File: src/rtl/dsp_pkg.sv
// Shared definitions for the DSP memory-access / write-back stage:
// default widths, mem_mode encodings, load FSM state encodings and
// the mem_mode decoder that folds reserved codes onto NONE.
package dsp_pkg;

    localparam int DEF_DATA_W  = 16;
    localparam int DEF_ADDR_W  = 16;
    localparam int DEF_RADDR_W = 5;

    typedef enum logic [2:0] {
        MEM_NONE  = 3'd0,
        MEM_LD_B1 = 3'd1,
        MEM_LD_B2 = 3'd2,
        MEM_ST_B2 = 3'd3
    } mem_mode_e;

    typedef enum logic [1:0] {
        ST_IDLE      = 2'd0,
        ST_LOAD_WAIT = 2'd1,
        ST_LOAD_WB   = 2'd2
    } ld_state_e;

    // Codes 4..7 are reserved and execute as a plain NONE operation.
    function automatic mem_mode_e decode_mode(input logic [2:0] mode);
        case (mode)
            3'd1:    return MEM_LD_B1;
            3'd2:    return MEM_LD_B2;
            3'd3:    return MEM_ST_B2;
            default: return MEM_NONE;
        endcase
    endfunction

endpackage

File: src/rtl/dsp_load_ctrl.sv
// Load sequencer: tracks an outstanding data-memory read, times the
// read latency with a down-counter and flags the cycle whose closing
// edge must capture read data.
//
// state        | meaning
// -------------+-----------------------------------------------------
// ST_IDLE      | no load in flight, stage accepts operations
// ST_LOAD_WAIT | read address on the bank, waiting MEM_LAT cycles
// ST_LOAD_WB   | captured data is on the register-file write port
module dsp_load_ctrl
    import dsp_pkg::*;
#(
    parameter int MEM_LAT = 1
) (
    input  logic clk,
    input  logic rst,
    input  logic start,
    output logic sample,
    output logic in_ready
);

    // Counter is loaded with MEM_LAT-1 so terminal count (0) lands on
    // the MEM_LAT-th wait cycle.
    localparam logic [1:0] CNT_INIT = 2'(MEM_LAT - 1);

    ld_state_e  state_q, state_d;
    logic [1:0] cnt_q, cnt_d;

    // Next-state and latency counter.
    always_comb begin
        state_d = state_q;
        cnt_d   = cnt_q;
        case (state_q)
            ST_IDLE: begin
                if (start) begin
                    state_d = ST_LOAD_WAIT;
                    cnt_d   = CNT_INIT;
                end
            end
            ST_LOAD_WAIT: begin
                if (cnt_q == 2'd0) begin
                    state_d = ST_LOAD_WB;
                end else begin
                    cnt_d = cnt_q - 2'd1;
                end
            end
            ST_LOAD_WB: begin
                state_d = ST_IDLE;
            end
            default: begin
                state_d = ST_IDLE;
                cnt_d   = 2'd0;
            end
        endcase
    end

    // State and counter registers.
    always_ff @(posedge clk or negedge rst) begin
        if (!rst) begin
            state_q <= ST_IDLE;
            cnt_q   <= 2'd0;
        end else begin
            state_q <= state_d;
            cnt_q   <= cnt_d;
        end
    end

    assign sample   = (state_q == ST_LOAD_WAIT) && (cnt_q == 2'd0);
    assign in_ready = (state_q == ST_IDLE);

endmodule

File: src/rtl/dsp_mem_wb.sv
// Memory-access and write-back stage of the DSP core. Loads from data
// bank I or II, stores to bank II, drives the register-file write port
// and stalls fetch/decode while a load is outstanding.
// Optional build macro DSP_MEM_ERR_EN adds sticky err_flag / err_mode
// outputs that record acceptance of a reserved mem_mode.
module dsp_mem_wb
    import dsp_pkg::*;
#(
    parameter int DATA_W  = DEF_DATA_W,
    parameter int ADDR_W  = DEF_ADDR_W,
    parameter int RADDR_W = DEF_RADDR_W,
    parameter int MEM_LAT = 1
) (
    input  logic               clk,
    input  logic               rst,
    input  logic               in_valid,
    output logic               in_ready,
    input  logic [DATA_W-1:0]  alu_result,
    input  logic [DATA_W-1:0]  store_data,
    input  logic [2:0]         mem_mode,
    input  logic               wb_en_in,
    input  logic [RADDR_W-1:0] reg_dest_in,
    output logic [ADDR_W-1:0]  read_addr_1,
    input  logic [DATA_W-1:0]  read_data_1,
    output logic [ADDR_W-1:0]  read_addr_2,
    input  logic [DATA_W-1:0]  read_data_2,
    output logic [ADDR_W-1:0]  write_addr_2,
    output logic [DATA_W-1:0]  write_data_2,
    output logic               write_en_2,
    output logic [RADDR_W-1:0] rf_write_addr,
    output logic [DATA_W-1:0]  rf_write_data,
    output logic               rf_write_en,
`ifdef DSP_MEM_ERR_EN
    output logic               err_flag,
    output logic [2:0]         err_mode,
`endif
    output logic               stall
);

    mem_mode_e mode;
    logic      accept;
    logic      sample;
    logic      is_load;
    logic      wb_ok;

    logic [ADDR_W-1:0]  read_addr_1_q, read_addr_1_d;
    logic [ADDR_W-1:0]  read_addr_2_q, read_addr_2_d;
    logic [ADDR_W-1:0]  write_addr_2_q, write_addr_2_d;
    logic [DATA_W-1:0]  write_data_2_q, write_data_2_d;
    logic               write_en_2_q, write_en_2_d;
    logic [RADDR_W-1:0] rf_write_addr_q, rf_write_addr_d;
    logic [DATA_W-1:0]  rf_write_data_q, rf_write_data_d;
    logic               rf_write_en_q, rf_write_en_d;
    logic               ld_bank2_q, ld_bank2_d;
    logic               ld_wb_q, ld_wb_d;
    logic [RADDR_W-1:0] ld_dest_q, ld_dest_d;

    assign mode    = decode_mode(mem_mode);
    assign accept  = in_valid && in_ready;
    assign is_load = (mode == MEM_LD_B1) || (mode == MEM_LD_B2);
    // Register 0 is hardwired zero, so a write to it is dropped here.
    assign wb_ok   = wb_en_in && (reg_dest_in != '0);

    dsp_load_ctrl #(
        .MEM_LAT (MEM_LAT)
    ) u_load_ctrl (
        .clk      (clk),
        .rst      (rst),
        .start    (accept && is_load),
        .sample   (sample),
        .in_ready (in_ready)
    );

    // Next values for the memory-side and register-file-side outputs.
    always_comb begin
        read_addr_1_d   = read_addr_1_q;
        read_addr_2_d   = read_addr_2_q;
        write_addr_2_d  = write_addr_2_q;
        write_data_2_d  = write_data_2_q;
        write_en_2_d    = 1'b0;
        rf_write_addr_d = rf_write_addr_q;
        rf_write_data_d = rf_write_data_q;
        rf_write_en_d   = 1'b0;
        ld_bank2_d      = ld_bank2_q;
        ld_wb_d         = ld_wb_q;
        ld_dest_d       = ld_dest_q;

        if (accept) begin
            read_addr_1_d = (mode == MEM_LD_B1) ? ADDR_W'(alu_result) : '0;
            read_addr_2_d = (mode == MEM_LD_B2) ? ADDR_W'(alu_result) : '0;
            case (mode)
                MEM_ST_B2: begin
                    write_en_2_d   = 1'b1;
                    write_addr_2_d = ADDR_W'(alu_result);
                    write_data_2_d = store_data;
                end
                MEM_LD_B1, MEM_LD_B2: begin
                    ld_bank2_d = (mode == MEM_LD_B2);
                    ld_wb_d    = wb_ok;
                    ld_dest_d  = reg_dest_in;
                end
                default: begin
                    rf_write_en_d   = wb_ok;
                    rf_write_addr_d = reg_dest_in;
                    rf_write_data_d = alu_result;
                end
            endcase
        end

        // Only reachable in LOAD_WAIT, so never collides with an accept.
        if (sample) begin
            rf_write_en_d   = ld_wb_q;
            rf_write_addr_d = ld_dest_q;
            rf_write_data_d = ld_bank2_q ? read_data_2 : read_data_1;
        end
    end

    // Output and load-context registers.
    always_ff @(posedge clk or negedge rst) begin
        if (!rst) begin
            read_addr_1_q   <= '0;
            read_addr_2_q   <= '0;
            write_addr_2_q  <= '0;
            write_data_2_q  <= '0;
            write_en_2_q    <= 1'b0;
            rf_write_addr_q <= '0;
            rf_write_data_q <= '0;
            rf_write_en_q   <= 1'b0;
            ld_bank2_q      <= 1'b0;
            ld_wb_q         <= 1'b0;
            ld_dest_q       <= '0;
        end else begin
            read_addr_1_q   <= read_addr_1_d;
            read_addr_2_q   <= read_addr_2_d;
            write_addr_2_q  <= write_addr_2_d;
            write_data_2_q  <= write_data_2_d;
            write_en_2_q    <= write_en_2_d;
            rf_write_addr_q <= rf_write_addr_d;
            rf_write_data_q <= rf_write_data_d;
            rf_write_en_q   <= rf_write_en_d;
            ld_bank2_q      <= ld_bank2_d;
            ld_wb_q         <= ld_wb_d;
            ld_dest_q       <= ld_dest_d;
        end
    end

`ifdef DSP_MEM_ERR_EN
    logic       err_flag_q, err_flag_d;
    logic [2:0] err_mode_q, err_mode_d;

    // Sticky record of the most recent accepted reserved mem_mode.
    always_comb begin
        err_flag_d = err_flag_q;
        err_mode_d = err_mode_q;
        if (accept && mem_mode[2]) begin
            err_flag_d = 1'b1;
            err_mode_d = mem_mode;
        end
    end

    // Error registers, cleared only by reset.
    always_ff @(posedge clk or negedge rst) begin
        if (!rst) begin
            err_flag_q <= 1'b0;
            err_mode_q <= 3'd0;
        end else begin
            err_flag_q <= err_flag_d;
            err_mode_q <= err_mode_d;
        end
    end

    assign err_flag = err_flag_q;
    assign err_mode = err_mode_q;
`endif

    assign read_addr_1   = read_addr_1_q;
    assign read_addr_2   = read_addr_2_q;
    assign write_addr_2  = write_addr_2_q;
    assign write_data_2  = write_data_2_q;
    assign write_en_2    = write_en_2_q;
    assign rf_write_addr = rf_write_addr_q;
    assign rf_write_data = rf_write_data_q;
    assign rf_write_en   = rf_write_en_q;
    assign stall         = ~in_ready;

endmodule
File: config.mk
export PLATFORM = sky130hd
export DESIGN_NAME = dsp_mem_wb
export DESIGN_NICKNAME = d
export VERILOG_FILES = /design/src/rtl/dsp_pkg.sv /design/src/rtl/dsp_load_ctrl.sv /design/src/rtl/dsp_mem_wb.sv
export SDC_FILE = /design/constraint.sdc
export NUM_CORES = 1
export LEC_CHECK = 0
export BUFFER_PORTS_ARGS = -buffer_cell sky130_fd_sc_hd__clkbuf_2
export CAP_MARGIN = 15
export CORE_MARGIN = 10
export CORE_UTILIZATION = 44
export DETAILED_ROUTE_END_ITERATION = 8
export GPL_ROUTABILITY_DRIVEN = 0
export HOLD_SLACK_MARGIN = 0.08
export PLACE_DENSITY_LB_ADDON = 0.15
export SYNTH_ARGS = -nofsm -noshare
export SYNTH_HDL_FRONTEND = slang
export SYNTH_SLANG_ARGS = --single-unit
File: constraint.sdc
create_clock -name clk -period 1.4 [get_ports clk]
set_input_delay 0.14 -clock clk [delete_from_list [all_inputs] [get_ports clk]]
set_output_delay 0.14 -clock clk [all_outputs]
set_load 0.02 [all_outputs]
==> summary.md, run 1 <==
| Metric | Value |
|---|---|
| Routed vias | `3529` |
| Residual DRC | `0` |
| FILL cells | `776` |
| # H-tree levels | `3` |
| Row Count | `36` |
| RSZ-0062 raised after global routing | `yes` |
| Mapped Cells | `346` |
| Crit-path cells | `or3b_4 -> clkbuf_16 -> nand2_1 -> o21ai_1` |
| Final HPWL DP | `9105 µm` |
| Die height | `118.8 µm` |
| Register area share after synthesis | `57.06%` |
| Port Buffers | `164` |
| Crit path required time | `1.67 ns` |
| Core Footprint | `9639 µm²` |
| Leakage power | `3.223 nW` |
| Yosys warnings | `0` |
| CTS Root Cell | `clkbuf_8` |
| Global-route wire length before repair | `20070 µm` |
| DRT Pass-1 Iters | `4` |
| Final setup fails | `84` |
| CTS Buffer Depth | `2` |
| Vias in the first global route | `3667` |
| WHS Path Cells | `4` |
| Top cell type's share of synthesized area | `57.06%` |
| Nets@finish | `651` |
| Worst vdd ir | `0.6502 mV` |
| Final Util | `66.16%` |
| Fin area | `6377 µm²` |
| Cell taking the most area after synthesis | `dfrtp_1` |
| Status | `complete, but fails checks` |
| Clk_skew | `0.01033 ns` |
| Max Freq | `663.4 MHz` |
| Post-Place Setup Slack | `-0.1871 ns` |
| Layout cells sized above 1 | `50.52%` |
| Placed Area | `5454 µm²` |
| Top cells by area, synth | `dfrtp_1 57%, mux2_4 10%, nand2_1 5.7%` |
| Synth Register Bits | `98` |
| Pwr Density | `1326 nW/µm²` |
| Buf/Inv on CP | `1` |
| Initial core utilization | `44.59%` |
| DIE AREA | `14120 µm²` |
| Most frequent cells in the layout | `161 x clkbuf_2, 97 x dfrtp_1, 47 x nand2_1` |
| Tcrit/Tclk final | `107.7%` |
| CP Max Fanout | `9` |
| Pin count of the biggest net entering global routing | `52` |
| Multi-input logic area | `1817 µm²` |
| Area growth syn-to-layout | `48.38%` |
| Latest clock arrival within the worst-skew pair | `0.38 ns` |
| CTS buffer count | `9` |
| Initial antenna violation count | `1` |
| Cell depth of the worst setup path | `4` |
| Most common library cell in the layout ignoring fill and taps | `clkbuf_2` |
| Critical path arrival | `1.78 ns` |
| Yosys cell types | `31` |
| ANT nets after route | `0` |
| Clock Sink Count | `98` |
| CP Class | `reg2reg` |
| Relative slew slack | `81.33%` |
| Drt total wl | `13220 µm` |
| Vias per cell | `4.984` |
| Worst Reg-to-Reg Cells | `4` |
| Die X-Extent | `118.8 µm` |
| Violated checks | `setup timing` |
| Final Critical Period | `1.507 ns` |
| # IOs | `165` |
| Storage element area | `2454 µm²` |
| Inst Count DP | `642` |
| Max-slew violations | `0` |
| Mean Syn Cell Area | `12.42 µm²` |
| Routed wire per std cell | `18.67 µm` |
| Type of origin of the critical path | `flop` |
| Fin cells | `708` |
| Hold crit path type | `in2reg` |
| Crit-path max cell delay | `0.55 ns` |
| Drt initial violations | `213` |
| Max-Cap Viols | `0` |
| Synth Cell Area | `4298 µm²` |
| CP max-delay cell | `or3b_4` |
| Mapped Nets | `427` |
| Worst setup EP type | `flop` |
| Worst slew pin tran | `0.2801 ns` |
| CTS tree | `built` |
| Clock transition at path regs | `0.10 ns` |
| Final hold violation count | `0` |
| Tot Pwr | `8.459 mW` |
| Grt ovf | `0` |
| Worst path top cell family by delay | `simple AND/OR/NAND/NOR gates` |
| Gr usage total | `17.73%` |
| Fin worst setup slack | `-0.1074 ns` |
routing by layer:
layer	routed length, µm	share of wire (%)	GRT usage [%]
met3	716	5.4	4.157
met5	0	0	0
met4	271	2.1	7.176
met2	6774	51	28.44
met1	5457	41	22.67
worst min-delay path: stages:
cell	delay (ns)
clkbuf_2	0.08
mux2i_1	0.05
nor2_1	0.08
a221o_1	0.10
final timing paths:
| kind | from | to | slack [ns] |
|---|---|---|---|
| max in group asynchronous | rst | rf_write_data[1]$_DFFE_PN0P_ | 0.85 |
| max | u_load_ctrl.state_q[1]$_DFFE_PN0P_ | read_addr_1[10]$_DFFE_PN0P_ | -0.11 |
| min reg2reg | read_addr_1[0]$_DFFE_PN0P_ | read_addr_1[0]$_DFFE_PN0P_ | 0.49 |
| max reg2reg | u_load_ctrl.state_q[1]$_DFFE_PN0P_ | read_addr_1[10]$_DFFE_PN0P_ | -0.11 |
| min in group asynchronous | rst | write_data_2[1]$_DFFE_PN0P_ | 0.28 |
| min | read_data_1[13] | rf_write_data[13]$_DFFE_PN0P_ | 0.11 |
cells by family after synthesis:
group / count (synthesis) / share of synthesized area [%]
simple gates: 96 / 10.22
fa+ha+maj: 5 / 1.456
compound gates: 64 / 10.39
mux: 54 / 16.22
buf+inv: 29 / 4.658
flops: 98 / 57.06
cells in the mapped netlist:
master	instances
and3_4	1
a22o_1	5
nand3b_4	1
mux2_2	9
nor2_2	2
o21ai_0	32
mux2i_1	16
mux2_4	29
dfrtp_1	98
o2bb2ai_1	1
nand2_1	65
a221o_1	16
ha_1	5
a31o_2	1
a21o_1	6
buf_2	7
a32o_1	1
buf_6	11
nor3_1	1
and4bb_2	1
inv_1	5
or3b_1	1
nand2b_1	2
o21ai_1	1
a21oi_1	1
or3b_2	1
nor2b_1	2
nor2_1	18
clkbuf_1	5
nor4b_4	1
inv_2	1
what timing repair did:
action                                 in CTS  in global routing
hold buffers                               39                  0
pin swaps                                   5                 10
gates resized for setup                    26                 50
gates cloned                                1                  8
setup buffers                               1                  1
endpoints found under the hold margin     164                  0
setup endpoints to repair                  94                 96
flip-flops by register name, indices dropped and copies added, names as in the netlist:
register / flops
rf_write_en: 1
u_load_ctrl.cnt_q: 2
u_load_ctrl.state_q: 2
ld_wb_q: 1
ld_dest_q: 5
read_addr_2: 16
ld_bank2_q: 1
rf_write_addr: 5
rf_write_data: 16
write_addr_2: 16
write_data_2: 16
read_addr_1: 16
write_en_2: 1
power breakdown:
part / total [mW] / internal, mW / switching, mW
sequential: 3.72 / 3.38 / 0.344
clock: 1.81 / 0.815 / 0.995
combinational: 2.93 / 1.39 / 1.54
through the flow:
step / hold slack [ns] / TNS, ns
6_report: 0.1060 / -5.539
5_1_grt: 0.1075 / -9.317
4_1_cts: 0.1027 / -4.312
3_5_place_dp: 0.1556 / -10.27
3_3_place_gp: 0.1561 / -8.714
2_1_floorplan: -0.1556 / -6.282
final cells by class:
class / instances / share of cell area, %
Sequential cell: 98 / 38.47
Multi-Input combinational cell: 219 / 28.49
Timing Repair Buffer: 236 / 27.11
Tap cell: 133 / 2.609
Clock buffer: 10 / 2.001
Clock inverter: 5 / 0.8829
Inverter: 6 / 0.3924
Antenna cell: 1 / 0.03924
Power figures use the tool's default switching activity.
==> inputs of run 2 (changes only) <==
--- a/config.mk
+++ b/config.mk
@@ -13,6 +13,7 @@
 export GPL_ROUTABILITY_DRIVEN = 0
 export HOLD_SLACK_MARGIN = 0.08
 export PLACE_DENSITY_LB_ADDON = 0.15
+export RECOVER_POWER = 25
 export SYNTH_ARGS = -nofsm -noshare
 export SYNTH_HDL_FRONTEND = slang
 export SYNTH_SLANG_ARGS = --single-unit
==> summary.md, run 2 (synthesis results as in run 1) <==
| Metric | Value |
|---|---|
| Drt total wl | `13200 µm (-0.14%)` |
| CTS Root Cell | `clkbuf_8` |
| Worst slew pin tran | `0.6799 ns (+0.3999 ns)` |
| Violated checks | `setup timing` |
| Final Util | `65.86% (-0.30 points)` |
| CTS buffer count | `9 (unchanged)` |
| ANT nets after route | `0 (unchanged)` |
| Most frequent cells in the layout | `161 x clkbuf_2, 97 x dfrtp_1, 47 x nand2_1` |
| Area growth syn-to-layout | `47.71%` |
| Row Count | `36 (unchanged)` |
| DRT Pass-1 Iters | `4 (unchanged)` |
| Hold path start | `read_data_1[13]` |
| Vias per cell | `4.982 (about the same)` |
| CP Capture Point | `read_addr_1[10]$_DFFE_PN0P_` |
| RSZ-0062 raised after global routing | `yes` |
| Setup TNS | `-5.475 ns (+0.06368 ns)` |
| Max Freq | `663.7 MHz (about the same)` |
| Die height | `118.8 µm (unchanged)` |
| Max-Cap Viols | `0 (unchanged)` |
| Leakage power | `3.210 nW (-0.41%)` |
| # H-tree levels | `3 (unchanged)` |
| CP Class | `reg2reg` |
| Worst vdd ir | `0.6492 mV (-0.14%)` |
| Hold crit path type | `in2reg` |
| Grt ovf | `0 (unchanged)` |
| Clock transition at path regs | `0.10 ns (about the same)` |
| Worst reg-to-reg setup slack | `-0.11 ns (about the same)` |
| Hold slack final | `0.1060 ns (+0.00002900 ns)` |
| Residual DRC | `0 (unchanged)` |
| Final HPWL DP | `9105 µm (unchanged)` |
| Relative slew slack | `54.67% (-27 points)` |
| Type of origin of the critical path | `flop` |
| Most common library cell in the layout ignoring fill and taps | `clkbuf_2` |
| Crit-path max cell delay | `0.55 ns (about the same)` |
| Crit path launch | `u_load_ctrl.state_q[1]$_DFFE_PN0P_` |
| Global-route wire length before repair | `20070 µm (unchanged)` |
| Crit-path cells | `or3b_4 -> clkbuf_16 -> nand2_1 -> o21ai_1` |
| Drt initial violations | `172 (-19%)` |
| Clock Sink Count | `98 (unchanged)` |
| Routed wire per std cell | `18.64 µm (-0.14%)` |
| CTS tree | `built` |
| Final hold violation count | `0 (unchanged)` |
| Status | `complete, but fails checks` |
| Final setup fails | `84 (unchanged)` |
| Crit Reg-Reg Startpoint | `u_load_ctrl.state_q[1]$_DFFE_PN0P_` |
| Tcrit/Tclk final | `107.6% (about the same)` |
| Initial antenna violation count | `1 (unchanged)` |
| Worst setup EP type | `flop` |
| Worst Reg-to-Reg Cells | `4 (unchanged)` |
| DIE AREA | `14120 µm² (unchanged)` |
| Latest clock arrival within the worst-skew pair | `0.38 ns (about the same)` |
| Max-slew violations | `0 (unchanged)` |
| # IOs | `165 (unchanged)` |
| Fin worst setup slack | `-0.1068 ns (+0.0006190 ns)` |
| Layout cells sized above 1 | `50.35% (-0.17 points)` |
| Nets@finish | `651 (unchanged)` |
| Vias in the first global route | `3667 (unchanged)` |
| Initial core utilization | `44.59% (unchanged)` |
| Gr usage total | `17.73% (unchanged)` |
| Pwr Density | `1332 nW/µm² (+0.40%)` |
| Reg-to-reg endpoint | `read_addr_1[10]$_DFFE_PN0P_` |
| Core Footprint | `9639 µm² (unchanged)` |
| Clk_skew | `0.01099 ns (+0.0006550 ns)` |
| Crit path required time | `1.67 ns (about the same)` |
| Port Buffers | `164 (unchanged)` |
| Routed vias | `3527 (-0.057%)` |
| CP Max Fanout | `9 (unchanged)` |
| CTS Buffer Depth | `2 (unchanged)` |
| Tot Pwr | `8.454 mW (about the same)` |
| Final Critical Period | `1.507 ns (-0.0006190 ns)` |
| CP max-delay cell | `or3b_4` |
| Die X-Extent | `118.8 µm (unchanged)` |
| Critical path arrival | `1.78 ns (about the same)` |
| Pin count of the biggest net entering global routing | `52 (unchanged)` |
==> run 2: per-layer routing <==
layer / share of wire, % / up-vias / track usage (%) / wire (µm)
li1: - / 1653 / - / -
met1: 41 / 1740 / 22.67 / 5464
met2: 51 / 115 / 28.44 / 6762
met3: 5.3 / 19 / 4.157 / 694
met4: 2.1 / 0 / 7.176 / 279
met5: 0 / - / 0 / 0
==> run 2: layout make-up <==
class | instances | area (µm²)
diodes | 1 | 2.502
clock buffers | 10 | 127.6
clock inverters | 5 | 56.30
fillers | 779 | 3291
inverters | 6 | 25.02
multi-input cells | 219 | 1817
flip-flops and latches | 98 | 2454
well taps | 133 | 166.4
repair buffers | 236 | 1700
==> run 2: repair_timing <==
action	CTS	global route
endpoints found under the hold margin	164	0
setup buffers	1	1
hold buffers	39	0
setup endpoints to repair	94	96
pin swaps	5	10
gates resized for setup	26	50
cloned	1	8
==> run 2: worst max-delay path: cells and delay by family, from the launching register on <==
kind            cells  cell delay [ns]
buf+inv             1             0.22
simple gates        2             0.63
flops               1             0.49
compound gates      1             0.07
==> run 2: power by group <==
part	switching (mW)	total (mW)	internal [mW]
clock network	1.00	1.82	0.815
registers	0.344	3.72	3.38
logic	1.54	2.92	1.38
==> run 2: per-stage QoR <==
stage / cells / setup WS (ns) / area, µm²
3_3_place_gp: 642 / -0.1531 / 5454
4_1_cts: 698 / -0.09649 / 6108
6_report: 708 / -0.1068 / 6349
5_1_grt: 708 / -0.1454 / 6349
2_1_floorplan: 346 / -0.1414 / 4360
3_5_place_dp: 642 / -0.1871 / 5454
==> run 2: worst min-delay path by stage <==
stage                     cells past startpoint  slack [ns]                            end
after floorplan                               0       -0.16         ld_bank2_q$_DFFE_PN0P_
after global placement                        2        0.16    write_data_2[1]$_DFFE_PN0P_
after detailed placement                      2        0.16    write_data_2[1]$_DFFE_PN0P_
after CTS                                     4        0.10  rf_write_data[13]$_DFFE_PN0P_
after global routing                          4        0.11  rf_write_data[13]$_DFFE_PN0P_
final                                         4        0.11  rf_write_data[13]$_DFFE_PN0P_
==> inputs of run 3 (changes only) <==
--- a/config.mk
+++ b/config.mk
@@ -11,8 +11,8 @@
 export CORE_UTILIZATION = 44
 export DETAILED_ROUTE_END_ITERATION = 8
 export GPL_ROUTABILITY_DRIVEN = 0
-export HOLD_SLACK_MARGIN = 0.08
-export PLACE_DENSITY_LB_ADDON = 0.15
+export HOLD_SLACK_MARGIN = 0.03
+export PLACE_DENSITY = 0.76
 export RECOVER_POWER = 25
 export SYNTH_ARGS = -nofsm -noshare
 export SYNTH_HDL_FRONTEND = slang
==> summary.md, run 3 (synthesis results as in run 1) <==
| Metric | Value |
|---|---|
| Status | `complete, but fails checks` |
| Violated checks | `setup timing` |
| Layout cells sized above 1 | `56.68% (+6.3 points)` |
| Max Freq | `651.9 MHz (-1.8%)` |
| Fin worst setup slack | `-0.1340 ns (-0.02722 ns)` |
| CTS Root Cell | `clkbuf_8` |
| WHS Path Cells | `2 (-2)` |
| Routed vias | `3623 (+2.7%)` |
| P_sw | `2.982 mW (+3.5%)` |
| RSZ-0062 raised after global routing | `yes` |
| Worst slew pin tran | `0.8403 ns (+0.1604 ns)` |
| Grt ovf | `0 (unchanged)` |
| Final hold violation count | `0 (unchanged)` |
| Crit-path max cell delay | `0.43 ns (-0.12 ns)` |
| Final setup fails | `94 (+12%)` |
| Post-Place Setup Slack | `-0.1879 ns (-0.0007280 ns)` |
| Latest clock arrival within the worst-skew pair | `0.37 ns (about the same)` |
| Routed wire per std cell | `20.24 µm (+8.6%)` |
| Worst path top cell family by delay | `flip-flops` |
| CTS Buffer Depth | `2 (unchanged)` |
| ANT nets after route | `0 (unchanged)` |
| Tot Pwr | `8.530 mW (+0.91%)` |
| # IOs | `165 (unchanged)` |
| Tcrit/Tclk final | `109.6% (+1.9 points)` |
| DRT Pass-1 Iters | `4 (unchanged)` |
| Critical path arrival | `1.79 ns (about the same)` |
| Comb pwr share | `34.4% (about the same)` |
| Reg-to-reg endpoint | `write_addr_2[4]$_DFFE_PN0P_` |
| Relative slew slack | `43.98% (-11 points)` |
| Multi-input logic area | `1921 µm² (+5.7%)` |
| Clock transition at path regs | `0.09 ns (about the same)` |
| Hold path start | `wb_en_in` |
| FILL cells | `749 (-3.9%)` |
| Min-Delay Endpoint | `ld_wb_q$_DFFE_PN0P_` |
| Most frequent cells in the layout | `165 x clkbuf_2, 97 x dfrtp_1, 40 x nand2_1` |
| Area growth syn-to-layout | `46.64%` |
| Worst vdd ir | `0.5149 mV (-21%)` |
| Gr usage total | `17.88% (+0.16 points)` |
| Final HPWL DP | `9572 µm (+5.1%)` |
| Type of origin of the critical path | `flop` |
| CP Class | `reg2reg` |
| Crit path required time | `1.66 ns (about the same)` |
| Seq pwr share | `44.0% (about the same)` |
| Int Pwr | `5.548 mW (-0.42%)` |
| Pwr Density | `1354 nW/µm² (+1.6%)` |
| Clk_skew | `0.008521 ns (-0.002468 ns)` |
| Hold crit path type | `in2reg` |
| DIE AREA | `14120 µm² (unchanged)` |
| Global-route wire length before repair | `20340 µm (+1.3%)` |
| Final Critical Period | `1.534 ns (+0.02722 ns)` |
| Clock Sink Count | `98 (unchanged)` |
| # H-tree levels | `3 (unchanged)` |
| Port Buffers | `164 (unchanged)` |
| Worst Reg-to-Reg Cells | `5 (+1)` |
| Die height | `118.8 µm (unchanged)` |
| Fin cells | `694 (-2.0%)` |
| Inst Count DP | `647 (+0.78%)` |
| Most common library cell in the layout ignoring fill and taps | `clkbuf_2` |
| Max-slew violations | `0 (unchanged)` |
| Row Count | `36 (unchanged)` |
| Storage element area | `2454 µm² (unchanged)` |
| Crit Reg-Reg Startpoint | `u_load_ctrl.state_q[0]$_DFFE_PN0P_` |
| Drt total wl | `14050 µm (+6.4%)` |
| CTS buffer count | `9 (unchanged)` |
| Switching share of power | `34.96% (+0.86 points)` |
| Leakage power | `3.243 nW (+1.0%)` |
| Buf/Inv on CP | `2 (+1)` |
| Max-Cap Viols | `0 (unchanged)` |
| CTS tree | `built` |
| Die X-Extent | `118.8 µm (unchanged)` |
| Vias per cell | `5.220 (+4.8%)` |
| Hold slack final | `0.04175 ns (-0.06425 ns)` |
| Nets@finish | `637 (-2.2%)` |
| Setup TNS | `-7.184 ns (-1.709 ns)` |
| Core Footprint | `9639 µm² (unchanged)` |
| Worst setup EP type | `flop` |
| N_diodes | `0 (-1)` |
| Vias in the first global route | `3721 (+1.5%)` |
| Clk network pwr share | `21.6% (about the same)` |
| CP max-delay cell | `dfrtp_1` |
| Initial core utilization | `44.59% (unchanged)` |
| Initial antenna violation count | `0 (-1)` |
| Drt initial violations | `221 (+28%)` |
| Residual DRC | `0 (unchanged)` |
| Pin count of the biggest net entering global routing | `43 (-17%)` |
| Worst reg-to-reg setup slack | `-0.13 ns (-0.03 ns)` |
| Crit-path cells | `buf_6 -> nor2_4 -> and3_4 -> clkbuf_16 -> mux2_4` |
| CP Max Fanout | `9 (unchanged)` |
-- run 3: layer usage --
| layer | track usage, % | share of wire [%] | vias up |
|---|---|---|---|
| met4 | 8.702 | 3.3 | 0 |
| met5 | 0 | 0 | - |
| met1 | 20.25 | 37 | 1827 |
| met3 | 3.165 | 5.5 | 33 |
| met2 | 31.88 | 54 | 148 |
| li1 | - | - | 1615 |
-- run 3: how the worst max path moves through the flow --
stage	start	to	slack (ns)	cells after the start
floorplan	u_load_ctrl.state_q[0]$_DFFE_PN0P_	write_addr_2[0]$_DFFE_PN0P_	-0.14	6
global placement	mem_mode[0]	rf_write_data[0]$_DFFE_PN0P_	-0.14	7
detailed placement	mem_mode[0]	rf_write_data[3]$_DFFE_PN0P_	-0.19	7
CTS	u_load_ctrl.state_q[0]$_DFFE_PN0P_	write_addr_2[6]$_DFFE_PN0P_	-0.12	5
global route	u_load_ctrl.state_q[0]$_DFFE_PN0P_	write_addr_2[4]$_DFFE_PN0P_	-0.16	5
finish	u_load_ctrl.state_q[0]$_DFFE_PN0P_	write_addr_2[4]$_DFFE_PN0P_	-0.13	5
-- run 3: cell type report --
| cell class | count | share of cell area [%] |
|---|---|---|
| repair buffers | 222 | 24.46 |
| flip-flops and latches | 98 | 38.93 |
| multi-input cells | 219 | 30.47 |
| clock inverters | 6 | 1.072 |
| inverters | 6 | 0.3971 |
| clock buffers | 10 | 2.025 |
| well taps | 133 | 2.640 |
-- run 3: what timing repair did --
item | in CTS | in global routing
setup buffers | 2 | 1
pin swaps | 0 | 28
endpoints found under the setup margin | 95 | 94
hold buffers | 19 | 0
gates cloned | 1 | 8
gates resized for setup | 16 | 94
endpoints found under the hold margin | 46 | 0
-- run 3: power by group through the flow --
stage                     combinational, mW  clock, mW  sequential [mW]
after floorplan                       0.996          0             4.31
after global placement                 2.57          0             3.75
after detailed placement               2.64          0             3.76
after CTS                              2.73       1.84             3.72
after global routing                   3.10       1.96             3.83
final                                  2.93       1.84             3.76
-- run 3: stage by stage --
stage / util (%) / area [µm²]
2_1_floorplan: - / 4360
3_3_place_gp: 56.58 / 5454
3_5_place_dp: 56.58 / 5454
4_1_cts: 61.32 / 5911
5_1_grt: 65.38 / 6302
6_report: 65.38 / 6302
